===== src/rtl/frame_drawer_pkg.sv =====
// Shared constants, state encoding and helpers for the frame_drawer pixel renderer.
// Optional feature macro: FRAME_DRAWER_GAMEOVER_FILL_EN (game-over full-screen fill).
package frame_drawer_pkg;

  localparam int SCREEN_W   = 160;
  localparam int SCREEN_H   = 120;
  localparam int BALL_SIZE  = 4;
  localparam int BALL_Y     = 100;
  localparam int LANE_Y0    = 8;
  localparam int LANE_PITCH = 24;
  localparam int PLAT_LEN   = 8;

  localparam logic [2:0] COL_BG       = 3'b000;
  localparam logic [2:0] COL_GAMEOVER = 3'b100;

  // S_FILL is only reachable when the fill feature is compiled in.
  typedef enum logic [2:0] {
    S_IDLE,
    S_ERASE_BALL,
    S_DRAW_PLATS,
    S_DRAW_BALL,
    S_DONE,
    S_FILL
  } state_e;

  // A pixel is written only when it lands inside the visible screen.
  function automatic logic on_screen(input logic [8:0] px, input logic [7:0] py);
    return (px < 9'(SCREEN_W)) && (py < 8'(SCREEN_H));
  endfunction

endpackage


===== src/rtl/frame_drawer_if.sv =====
// Bundle between the game controller / state updater and the frame_drawer.
// Optional feature macro: FRAME_DRAWER_GAMEOVER_FILL_EN (uses gameover).
//
// Handshake: start is a one-cycle request sampled only while busy is low;
// the frame's data inputs are captured on that same edge. done is a
// one-cycle pulse after the last pixel; start is accepted again from the
// following cycle. There is no back-pressure on the pixel stream: each cycle
// with plot high is one pixel write of x/y/colour.
interface frame_drawer_if;
  import frame_drawer_pkg::*;

  logic        start;
  logic [7:0]  prev_ball;
  logic [7:0]  curr_ball;
  logic [27:0] position_plats;
  logic [11:0] color_plats;
  logic [2:0]  color_ball;
  logic        gameover;
  logic [7:0]  x;
  logic [6:0]  y;
  logic [2:0]  colour;
  logic        plot;
  logic        busy;
  logic        done;
  state_e      dbg_state;

  modport master (
    output start, prev_ball, curr_ball, position_plats, color_plats, color_ball, gameover,
    input  x, y, colour, plot, busy, done, dbg_state
  );

  modport slave (
    input  start, prev_ball, curr_ball, position_plats, color_plats, color_ball, gameover,
    output x, y, colour, plot, busy, done, dbg_state
  );
endinterface


===== src/rtl/frame_drawer_rect_scan.sv =====
// Raster counter over a w x h rectangle (dx fastest). Wraps to the origin
// after the final pixel so consecutive rectangles need no reload.
module rect_scan (
  input  logic       clk,
  input  logic       reset,
  input  logic       load,
  input  logic       en,
  input  logic [7:0] w,
  input  logic [7:0] h,
  output logic [7:0] dx,
  output logic [7:0] dy,
  output logic       last
);
  logic [7:0] dx_d, dx_q, dy_d, dy_q;

  assign dx   = dx_q;
  assign dy   = dy_q;
  assign last = (dx_q == w - 8'd1) && (dy_q == h - 8'd1);

  // Next counter position: clear on load, otherwise advance in raster order.
  always_comb begin
    dx_d = dx_q;
    dy_d = dy_q;
    if (load) begin
      dx_d = '0;
      dy_d = '0;
    end else if (en) begin
      if (dx_q == w - 8'd1) begin
        dx_d = '0;
        dy_d = (dy_q == h - 8'd1) ? 8'd0 : dy_q + 8'd1;
      end else begin
        dx_d = dx_q + 8'd1;
      end
    end
  end

  // Counter registers.
  always_ff @(posedge clk) begin
    if (reset) begin
      dx_q <= '0;
      dy_q <= '0;
    end else begin
      dx_q <= dx_d;
      dy_q <= dy_d;
    end
  end
endmodule


===== src/rtl/frame_drawer.sv =====
// frame_drawer: turns one game tick into a pixel stream -- erase old ball,
// redraw four platforms, draw new ball -- one registered pixel per cycle.
// Optional feature macro: FRAME_DRAWER_GAMEOVER_FILL_EN (game-over fill pass).
module frame_drawer
  import frame_drawer_pkg::*;
(
  input  logic           clk,
  input  logic           reset,
  frame_drawer_if.slave  bus
);
  state_e      state_d, state_q;
  logic [1:0]  lane_d, lane_q;
  logic [7:0]  prev_d, prev_q, curr_d, curr_q;
  logic [27:0] pos_d, pos_q;
  logic [11:0] pcol_d, pcol_q;
  logic [2:0]  bcol_d, bcol_q;
`ifdef FRAME_DRAWER_GAMEOVER_FILL_EN
  logic        go_d, go_q;
`endif
  logic [7:0]  x_d, x_q;
  logic [6:0]  y_d, y_q;
  logic [2:0]  colour_d, colour_q;
  logic        plot_d, plot_q, busy_d, busy_q, done_d, done_q;

  logic        scan_load, scan_en, scan_last;
  logic [7:0]  scan_w, scan_h, dx, dy;
  logic [8:0]  px;
  logic [7:0]  py;
  logic [2:0]  pcolour;
  logic        pix_valid;

  rect_scan u_scan (
    .clk(clk), .reset(reset), .load(scan_load), .en(scan_en),
    .w(scan_w), .h(scan_h), .dx(dx), .dy(dy), .last(scan_last)
  );

  // Rectangle dimensions for the pass currently running.
  always_comb begin
    scan_w = 8'(BALL_SIZE);
    scan_h = 8'(BALL_SIZE);
    case (state_q)
      S_DRAW_PLATS: begin
        scan_w = 8'd1;
        scan_h = 8'(PLAT_LEN);
      end
`ifdef FRAME_DRAWER_GAMEOVER_FILL_EN
      S_FILL: begin
        scan_w = 8'(SCREEN_W);
        scan_h = 8'(SCREEN_H);
      end
`endif
      default: ;
    endcase
  end

  // Pixel coordinate/colour for this cycle, 9-bit x so off-screen balls clip.
  always_comb begin
    px        = '0;
    py        = '0;
    pcolour   = COL_BG;
    pix_valid = 1'b0;
    case (state_q)
      S_ERASE_BALL: begin
        px        = {1'b0, prev_q} + {1'b0, dx};
        py        = 8'(BALL_Y) + dy;
        pix_valid = 1'b1;
      end
      S_DRAW_PLATS: begin
        px        = {2'b00, pos_q[7*lane_q +: 7]};
        py        = 8'(LANE_Y0) + 8'(lane_q) * 8'(LANE_PITCH) + dy;
        pcolour   = pcol_q[3*lane_q +: 3];
        pix_valid = 1'b1;
      end
      S_DRAW_BALL: begin
        px        = {1'b0, curr_q} + {1'b0, dx};
        py        = 8'(BALL_Y) + dy;
        pcolour   = bcol_q;
        pix_valid = 1'b1;
      end
`ifdef FRAME_DRAWER_GAMEOVER_FILL_EN
      S_FILL: begin
        px        = {1'b0, dx};
        py        = dy;
        pcolour   = COL_GAMEOVER;
        pix_valid = 1'b1;
      end
`endif
      default: ;
    endcase
  end

  // Next state, shadow capture on accepted start, and registered outputs.
  always_comb begin
    state_d   = state_q;
    lane_d    = lane_q;
    prev_d    = prev_q;
    curr_d    = curr_q;
    pos_d     = pos_q;
    pcol_d    = pcol_q;
    bcol_d    = bcol_q;
`ifdef FRAME_DRAWER_GAMEOVER_FILL_EN
    go_d      = go_q;
`endif
    scan_load = 1'b0;
    scan_en   = pix_valid;
    case (state_q)
      S_IDLE: begin
        if (bus.start) begin
          prev_d    = bus.prev_ball;
          curr_d    = bus.curr_ball;
          pos_d     = bus.position_plats;
          pcol_d    = bus.color_plats;
          bcol_d    = bus.color_ball;
          lane_d    = 2'd0;
          scan_load = 1'b1;
          state_d   = S_ERASE_BALL;
`ifdef FRAME_DRAWER_GAMEOVER_FILL_EN
          go_d      = bus.gameover;
          if (bus.gameover) state_d = S_FILL;
`endif
        end
      end
      S_ERASE_BALL: if (scan_last) state_d = S_DRAW_PLATS;
      S_DRAW_PLATS: begin
        if (scan_last) begin
          if (lane_q == 2'd3) state_d = S_DRAW_BALL;
          else                lane_d  = lane_q + 2'd1;
        end
      end
      S_DRAW_BALL:  if (scan_last) state_d = S_DONE;
`ifdef FRAME_DRAWER_GAMEOVER_FILL_EN
      S_FILL:       if (scan_last) state_d = S_DONE;
`endif
      S_DONE:       state_d = S_IDLE;
      default:      state_d = S_IDLE;
    endcase

    x_d      = x_q;
    y_d      = y_q;
    colour_d = colour_q;
    if (pix_valid) begin
      x_d      = px[7:0];
      y_d      = py[6:0];
      colour_d = pcolour;
    end
    plot_d = pix_valid && on_screen(px, py);
    busy_d = (state_q != S_IDLE);
    done_d = (state_q == S_DONE);
  end

  // State, shadow and output registers.
  always_ff @(posedge clk) begin
    if (reset) begin
      state_q  <= S_IDLE;
      lane_q   <= '0;
      prev_q   <= '0;
      curr_q   <= '0;
      pos_q    <= '0;
      pcol_q   <= '0;
      bcol_q   <= '0;
`ifdef FRAME_DRAWER_GAMEOVER_FILL_EN
      go_q     <= 1'b0;
`endif
      x_q      <= '0;
      y_q      <= '0;
      colour_q <= '0;
      plot_q   <= 1'b0;
      busy_q   <= 1'b0;
      done_q   <= 1'b0;
    end else begin
      state_q  <= state_d;
      lane_q   <= lane_d;
      prev_q   <= prev_d;
      curr_q   <= curr_d;
      pos_q    <= pos_d;
      pcol_q   <= pcol_d;
      bcol_q   <= bcol_d;
`ifdef FRAME_DRAWER_GAMEOVER_FILL_EN
      go_q     <= go_d;
`endif
      x_q      <= x_d;
      y_q      <= y_d;
      colour_q <= colour_d;
      plot_q   <= plot_d;
      busy_q   <= busy_d;
      done_q   <= done_d;
    end
  end

  assign bus.x         = x_q;
  assign bus.y         = y_q;
  assign bus.colour    = colour_q;
  assign bus.plot      = plot_q;
  assign bus.busy      = busy_q;
  assign bus.done      = done_q;
  assign bus.dbg_state = state_q;
endmodule


===== src/flat_wrapper.sv =====
// flat-port wrapper written by rule: the top's interface ports become plain ports
module frame_drawer_flat import frame_drawer_pkg::*;
  (clk, reset, bus_start, bus_prev_ball, bus_curr_ball, bus_position_plats, bus_color_plats, bus_color_ball, bus_gameover, bus_x, bus_y, bus_colour, bus_plot, bus_busy, bus_done, bus_dbg_state);
  frame_drawer_if bus_i ();
  input  logic clk;
  input  logic reset;
  input wire logic [$bits(bus_i.start)-1:0] bus_start;
  input wire logic [$bits(bus_i.prev_ball)-1:0] bus_prev_ball;
  input wire logic [$bits(bus_i.curr_ball)-1:0] bus_curr_ball;
  input wire logic [$bits(bus_i.position_plats)-1:0] bus_position_plats;
  input wire logic [$bits(bus_i.color_plats)-1:0] bus_color_plats;
  input wire logic [$bits(bus_i.color_ball)-1:0] bus_color_ball;
  input wire logic [$bits(bus_i.gameover)-1:0] bus_gameover;
  output wire logic [$bits(bus_i.x)-1:0] bus_x;
  output wire logic [$bits(bus_i.y)-1:0] bus_y;
  output wire logic [$bits(bus_i.colour)-1:0] bus_colour;
  output wire logic [$bits(bus_i.plot)-1:0] bus_plot;
  output wire logic [$bits(bus_i.busy)-1:0] bus_busy;
  output wire logic [$bits(bus_i.done)-1:0] bus_done;
  output wire logic [$bits(bus_i.dbg_state)-1:0] bus_dbg_state;
  assign bus_i.start = bus_start;
  assign bus_i.prev_ball = bus_prev_ball;
  assign bus_i.curr_ball = bus_curr_ball;
  assign bus_i.position_plats = bus_position_plats;
  assign bus_i.color_plats = bus_color_plats;
  assign bus_i.color_ball = bus_color_ball;
  assign bus_i.gameover = bus_gameover;
  assign bus_x = bus_i.x;
  assign bus_y = bus_i.y;
  assign bus_colour = bus_i.colour;
  assign bus_plot = bus_i.plot;
  assign bus_busy = bus_i.busy;
  assign bus_done = bus_i.done;
  assign bus_dbg_state = bus_i.dbg_state;
  frame_drawer u_core (.clk(clk), .reset(reset), .bus(bus_i));
endmodule

===== config.mk =====
export PLATFORM = sky130hd
export DESIGN_NAME = frame_drawer_flat
export DESIGN_NICKNAME = d
export VERILOG_FILES = /design/src/rtl/frame_drawer_pkg.sv /design/src/rtl/frame_drawer_if.sv /design/src/rtl/frame_drawer_rect_scan.sv /design/src/rtl/frame_drawer.sv /design/src/flat_wrapper.sv
export SDC_FILE = /design/constraint.sdc
export NUM_CORES = 1
export LEC_CHECK = 0
export BUFFER_PORTS_ARGS = -buffer_cell sky130_fd_sc_hd__buf_2
export CORE_ASPECT_RATIO = 1.2
export CORE_MARGIN = 5
export CORE_UTILIZATION = 55
export DETAILED_ROUTE_END_ITERATION = 10
export PLACE_DENSITY_LB_ADDON = 0.3
export SYNTH_ARGS = -nofsm -noshare
export SYNTH_HDL_FRONTEND = slang
export SYNTH_SLANG_ARGS = --single-unit

===== constraint.sdc =====
create_clock -name clk -period 6.45 [get_ports clk]
set_clock_uncertainty 0.2 [all_clocks]
set_input_delay 0 -clock clk [delete_from_list [all_inputs] [get_ports clk]]
set_output_delay 0 -clock clk [all_outputs]
set_load 0.01 [all_outputs]

==> results by group <==
Run status
  • Outcome: finished, final reports clean

Critical path
  • FF-to-FF End: u_core.bus.plot$_SDFF_PP0_
  • Worst path most repeated cell: a211oi_1
  • Worst stage delay on the critical path: approximately 0.78 ns
  • Reg-to-reg critical path startpoint: u_core.bus.dbg_state[0]$_SDFFE_PP0P_
  • R2r worst-path depth: 9
  • Crit path max-delay cell type: dfxtp_1
  • Worst reg-to-reg setup slack: 2.08 ns
  • CP required: about 6.5 ns
  • CP arrival: ~4.4 ns
  • Crit path cell chain: nor2b_1 -> nand2_1 -> mux2_2 -> ha_1 -> a211oi_1 -> o21ai_0 -> a211oi_1 -> o21ai_0 -> a211oi_1
  • Critical path type: flop to flop
  • Crit path max fanout: 20
  • Startpoint Class: flop
  • Worst setup EP type: flop

STA
  • Hold Fails Final Rpt: 0
  • Tmin final: around 4.4 ns
  • Worst slew pin tran: 1.138 ns
  • Fin Setup TNS: 0 ns
  • Final worst-path setup slack: about 2.1 ns
  • Slew headroom: roughly a quarter
  • Hold Slack: approximately 0.14 ns
  • FMAX: 228.9 MHz
  • Setup-failing EPs final: 0
  • Max-slew violation count: 0
  • RSZ-0062 raised after global routing: no
  • Final period utilization: slightly below 70%

Synthesis
  • EDFF count, synth: 0
  • Synth area leaders: dfxtp_1 41%, nand2_1 11%, a21oi_1 8.2%, ha_1 5.6%, mux4_2 4.6%
  • Sequential fraction of the synthesis area: 41.43%
  • Synth area leader: dfxtp_1
  • Yosys warnings: 0
  • Synthesis-stage register bit count: approximately 100
  • Share of the synthesized area in the top cell type: between 40 and 50%
  • Synthesized area: 0.004881 mm²
  • Gate Count Post-Synth: ~570
  • Yosys cell types: approximately 60
  • Post-Syn Nets: 660
  • Post-synthesis async set-or-reset flop share: 0%
  • Most used DFF post-synth: dfxtp_1
  • Syn Area/Cell: about 8.5 µm²

Floorplan
  • Die Area: 0.01087 mm²
  • Initial Util: between 50% and 60%
  • Die Span Y: around 110 µm
  • Core ar.: ~0.0086 mm²
  • Die X: roughly 96 µm
  • Row cnt: 37
  • I/O pin cnt: a little under 90

CTS
  • CTS tree: done
  • Longest Clk Path Bufs: 2
  • CTS buffer count: 9
  • Hold buffers post-CTS: 60
  • H-Tree Depth: 3
  • Clk sinks: approximately 100
  • Worst-path clk slew: ~0.090 ns
  • CTS root buffer: clkbuf_8
  • Post-cts resize count: 0
  • Setup bufs post-CTS: 0
  • Clock latency on the worst-skew pair: 0.37 ns

Route
  • ANT nets after route: 0
  • DR vias/cell: 5.536
  • Avg WL per Cell: between 15 and 20 µm
  • Routed WL: roughly 13000 µm
  • DR pass1 iterations: 4
  • Initial DRC Count: between 200 and 250
  • DR vias: ~4500
  • Remaining DRCs: 0

Cells and area
  • Layout cells sized above 1: 19.43%
  • ANT cells: 0
  • Nets: between 700 and 800
  • Finished Core Util: 71.17%
  • Area delta synth->final: 25.56%

Placed design
  • Routability Congestion: around 0.92
  • Post-DP HPWL: 8120 µm
  • Pre-CTS setup slack: just over 2 ns
  • I/O Buffers: 85

Flow run
  • Max-Cap Viols: 0

Global route
  • Global route overflow: 0
  • Vias in the first global route: 4652
  • Largest net degree at the start of global routing: 87
  • Total global-route track usage: 25.03%
  • First-pass GRT wire length: 21480 µm
  • Antenna violations before repair: 0

Min path
  • Min-delay worst type: input pin to flop
  • Worst Hold Path EP: u_core.bus.colour[2]$_SDFFE_PP0P_
  • Hold depth: 3
  • Hold_sp: reset

Power and ir drop
  • PD cells: 205.2 mW/mm²
  • Worst VDD drop: 0.1559 mV
  • Lkg Pwr: between 2 and 3 nW
-- per-layer routing --
metal / part of all wire [%] / global-route usage, % / up-vias / wire length (µm)
met5: 0 / 0 / - / 0
li1: - / - / 2225 / -
met4: 4.2 / 12.24 / 0 / 542
met2: 50 / 41.96 / 155 / 6469
met1: 40 / 30.16 / 2101 / 5152
met3: 5.7 / 4.854 / 42 / 741
-- cell families (layout without fill, tap and decap cells) --
logic type	after synthesis	count (layout)	synth area share, %
muxes	24	24	7.767
adders and majority gates	24	24	6.460
buffers and inverters	42	169	3.896
AOI/OAI and AO/OA	123	123	15.07
DFF	101	101	41.43
xor gates and xnor gates	23	23	4.127
and+or+nand+nor	236	236	21.25
-- worst max-delay path: cells and delay by family (launching register included) --
kind	cells	cell delay (ns)
simple gates	2	1.19
mux	1	0.43
fa+ha+maj	1	0.31
flops	1	0.78
compound gates	5	1.35
-- cell usage in the layout (no fill, tap or decap), types with 6 or more instances in the layout --
| cell type | netlist | final |
|---|---|---|
| nor3_1 | 9 | 9 |
| dfxtp_1 | 101 | 101 |
| a21oi_1 | 80 | 80 |
| mux4_2 | 10 | 10 |
| a22oi_1 | 7 | 7 |
| buf_2 | 2 | 85 |
| mux2_2 | 11 | 11 |
| dlygate4sd3_1 | 0 | 60 |
| nor2_1 | 37 | 37 |
| nand3_1 | 13 | 12 |
| nand2_1 | 146 | 146 |
| nand4_1 | 7 | 7 |
| ha_1 | 22 | 22 |
| clkbuf_8 | 3 | 10 |
| o21ai_0 | 6 | 6 |
| xor2_1 | 18 | 18 |
-- report_power, final --
group	internal (mW)	total (mW)	switching, mW
registers	0.650	0.666	0.0162
logic	0.0744	0.154	0.0794
clock network	0.227	0.438	0.211
-- cell usage after synthesis, drive strengths merged (2+ instances only) --
| cell | number |
|---|---|
| a211oi | 4 |
| a21boi | 2 |
| a21o | 2 |
| a21oi | 81 |
| a221oi | 2 |
| a22oi | 7 |
| and2 | 3 |
| and3 | 3 |
| buf | 3 |
| clkbuf | 33 |
| dfxtp | 101 |
| fa | 2 |
| ha | 22 |
| inv | 5 |
| mux2 | 11 |
| mux2i | 3 |
| mux4 | 10 |
| nand2 | 147 |
| nand2b | 2 |
| nand3 | 13 |
| nand4 | 7 |
| nor2 | 37 |
| nor2b | 2 |
| nor3 | 9 |
| nor4 | 2 |
| nor4b | 2 |
| o211ai | 2 |
| o21ai | 7 |
| o21ba | 2 |
| o22ai | 2 |
| or3 | 2 |
| or4b | 2 |
| xnor2 | 5 |
| xor2 | 18 |
-- metrics by stage --
| stage | instance area (µm²) | total power, mW | std cells |
|---|---|---|---|
| 3_5_place_dp | 5314 | 0.8024 | 742 |
| 3_3_place_gp | 5314 | 0.7980 | 742 |
| 4_1_cts | 6128 | 1.259 | 817 |
| 6_report | 6128 | 1.258 | 817 |
| 2_1_floorplan | 4881 | 0.7573 | 573 |
| 5_1_grt | 6128 | 1.305 | 817 |
-- flip-flops by register name, indices dropped and copies added, names as in the netlist, 7 cells and up --
signal / flops
u_core.pos_q: 28
u_core.pcol_q: 12
u_core.bus.x: 8
u_core.curr_q: 8
u_core.prev_q: 8
u_core.u_scan.dx: 8
u_core.u_scan.dy: 8
u_core.bus.y: 7
-- worst max path at each step --
stage                                               from  cells after the start                         end  slack [ns]
floorplan           u_core.bus.dbg_state[0]$_SDFFE_PP0P_                     11  u_core.bus.plot$_SDFF_PP0_        3.27
global placement    u_core.bus.dbg_state[0]$_SDFFE_PP0P_                      9  u_core.bus.plot$_SDFF_PP0_        2.22
detailed placement  u_core.bus.dbg_state[0]$_SDFFE_PP0P_                      9  u_core.bus.plot$_SDFF_PP0_        2.07
CTS                 u_core.bus.dbg_state[0]$_SDFFE_PP0P_                      9  u_core.bus.plot$_SDFF_PP0_        2.06
global route        u_core.bus.dbg_state[0]$_SDFFE_PP0P_                      9  u_core.bus.plot$_SDFF_PP0_        1.82
finish              u_core.bus.dbg_state[0]$_SDFFE_PP0P_                      9  u_core.bus.plot$_SDFF_PP0_        2.08
-- final cells by class --
type                       instances  area (µm²)
multi-input combinational        430        2675
sequential                       101        2022
fill                             680        2482
inverter                           6       22.52
tap                              117       146.4
clock buffer                      11       141.4
clock inverter                     4       72.57
timing repair buffer             148        1049
No activity file was read; power rests on OpenSTA's default activity.
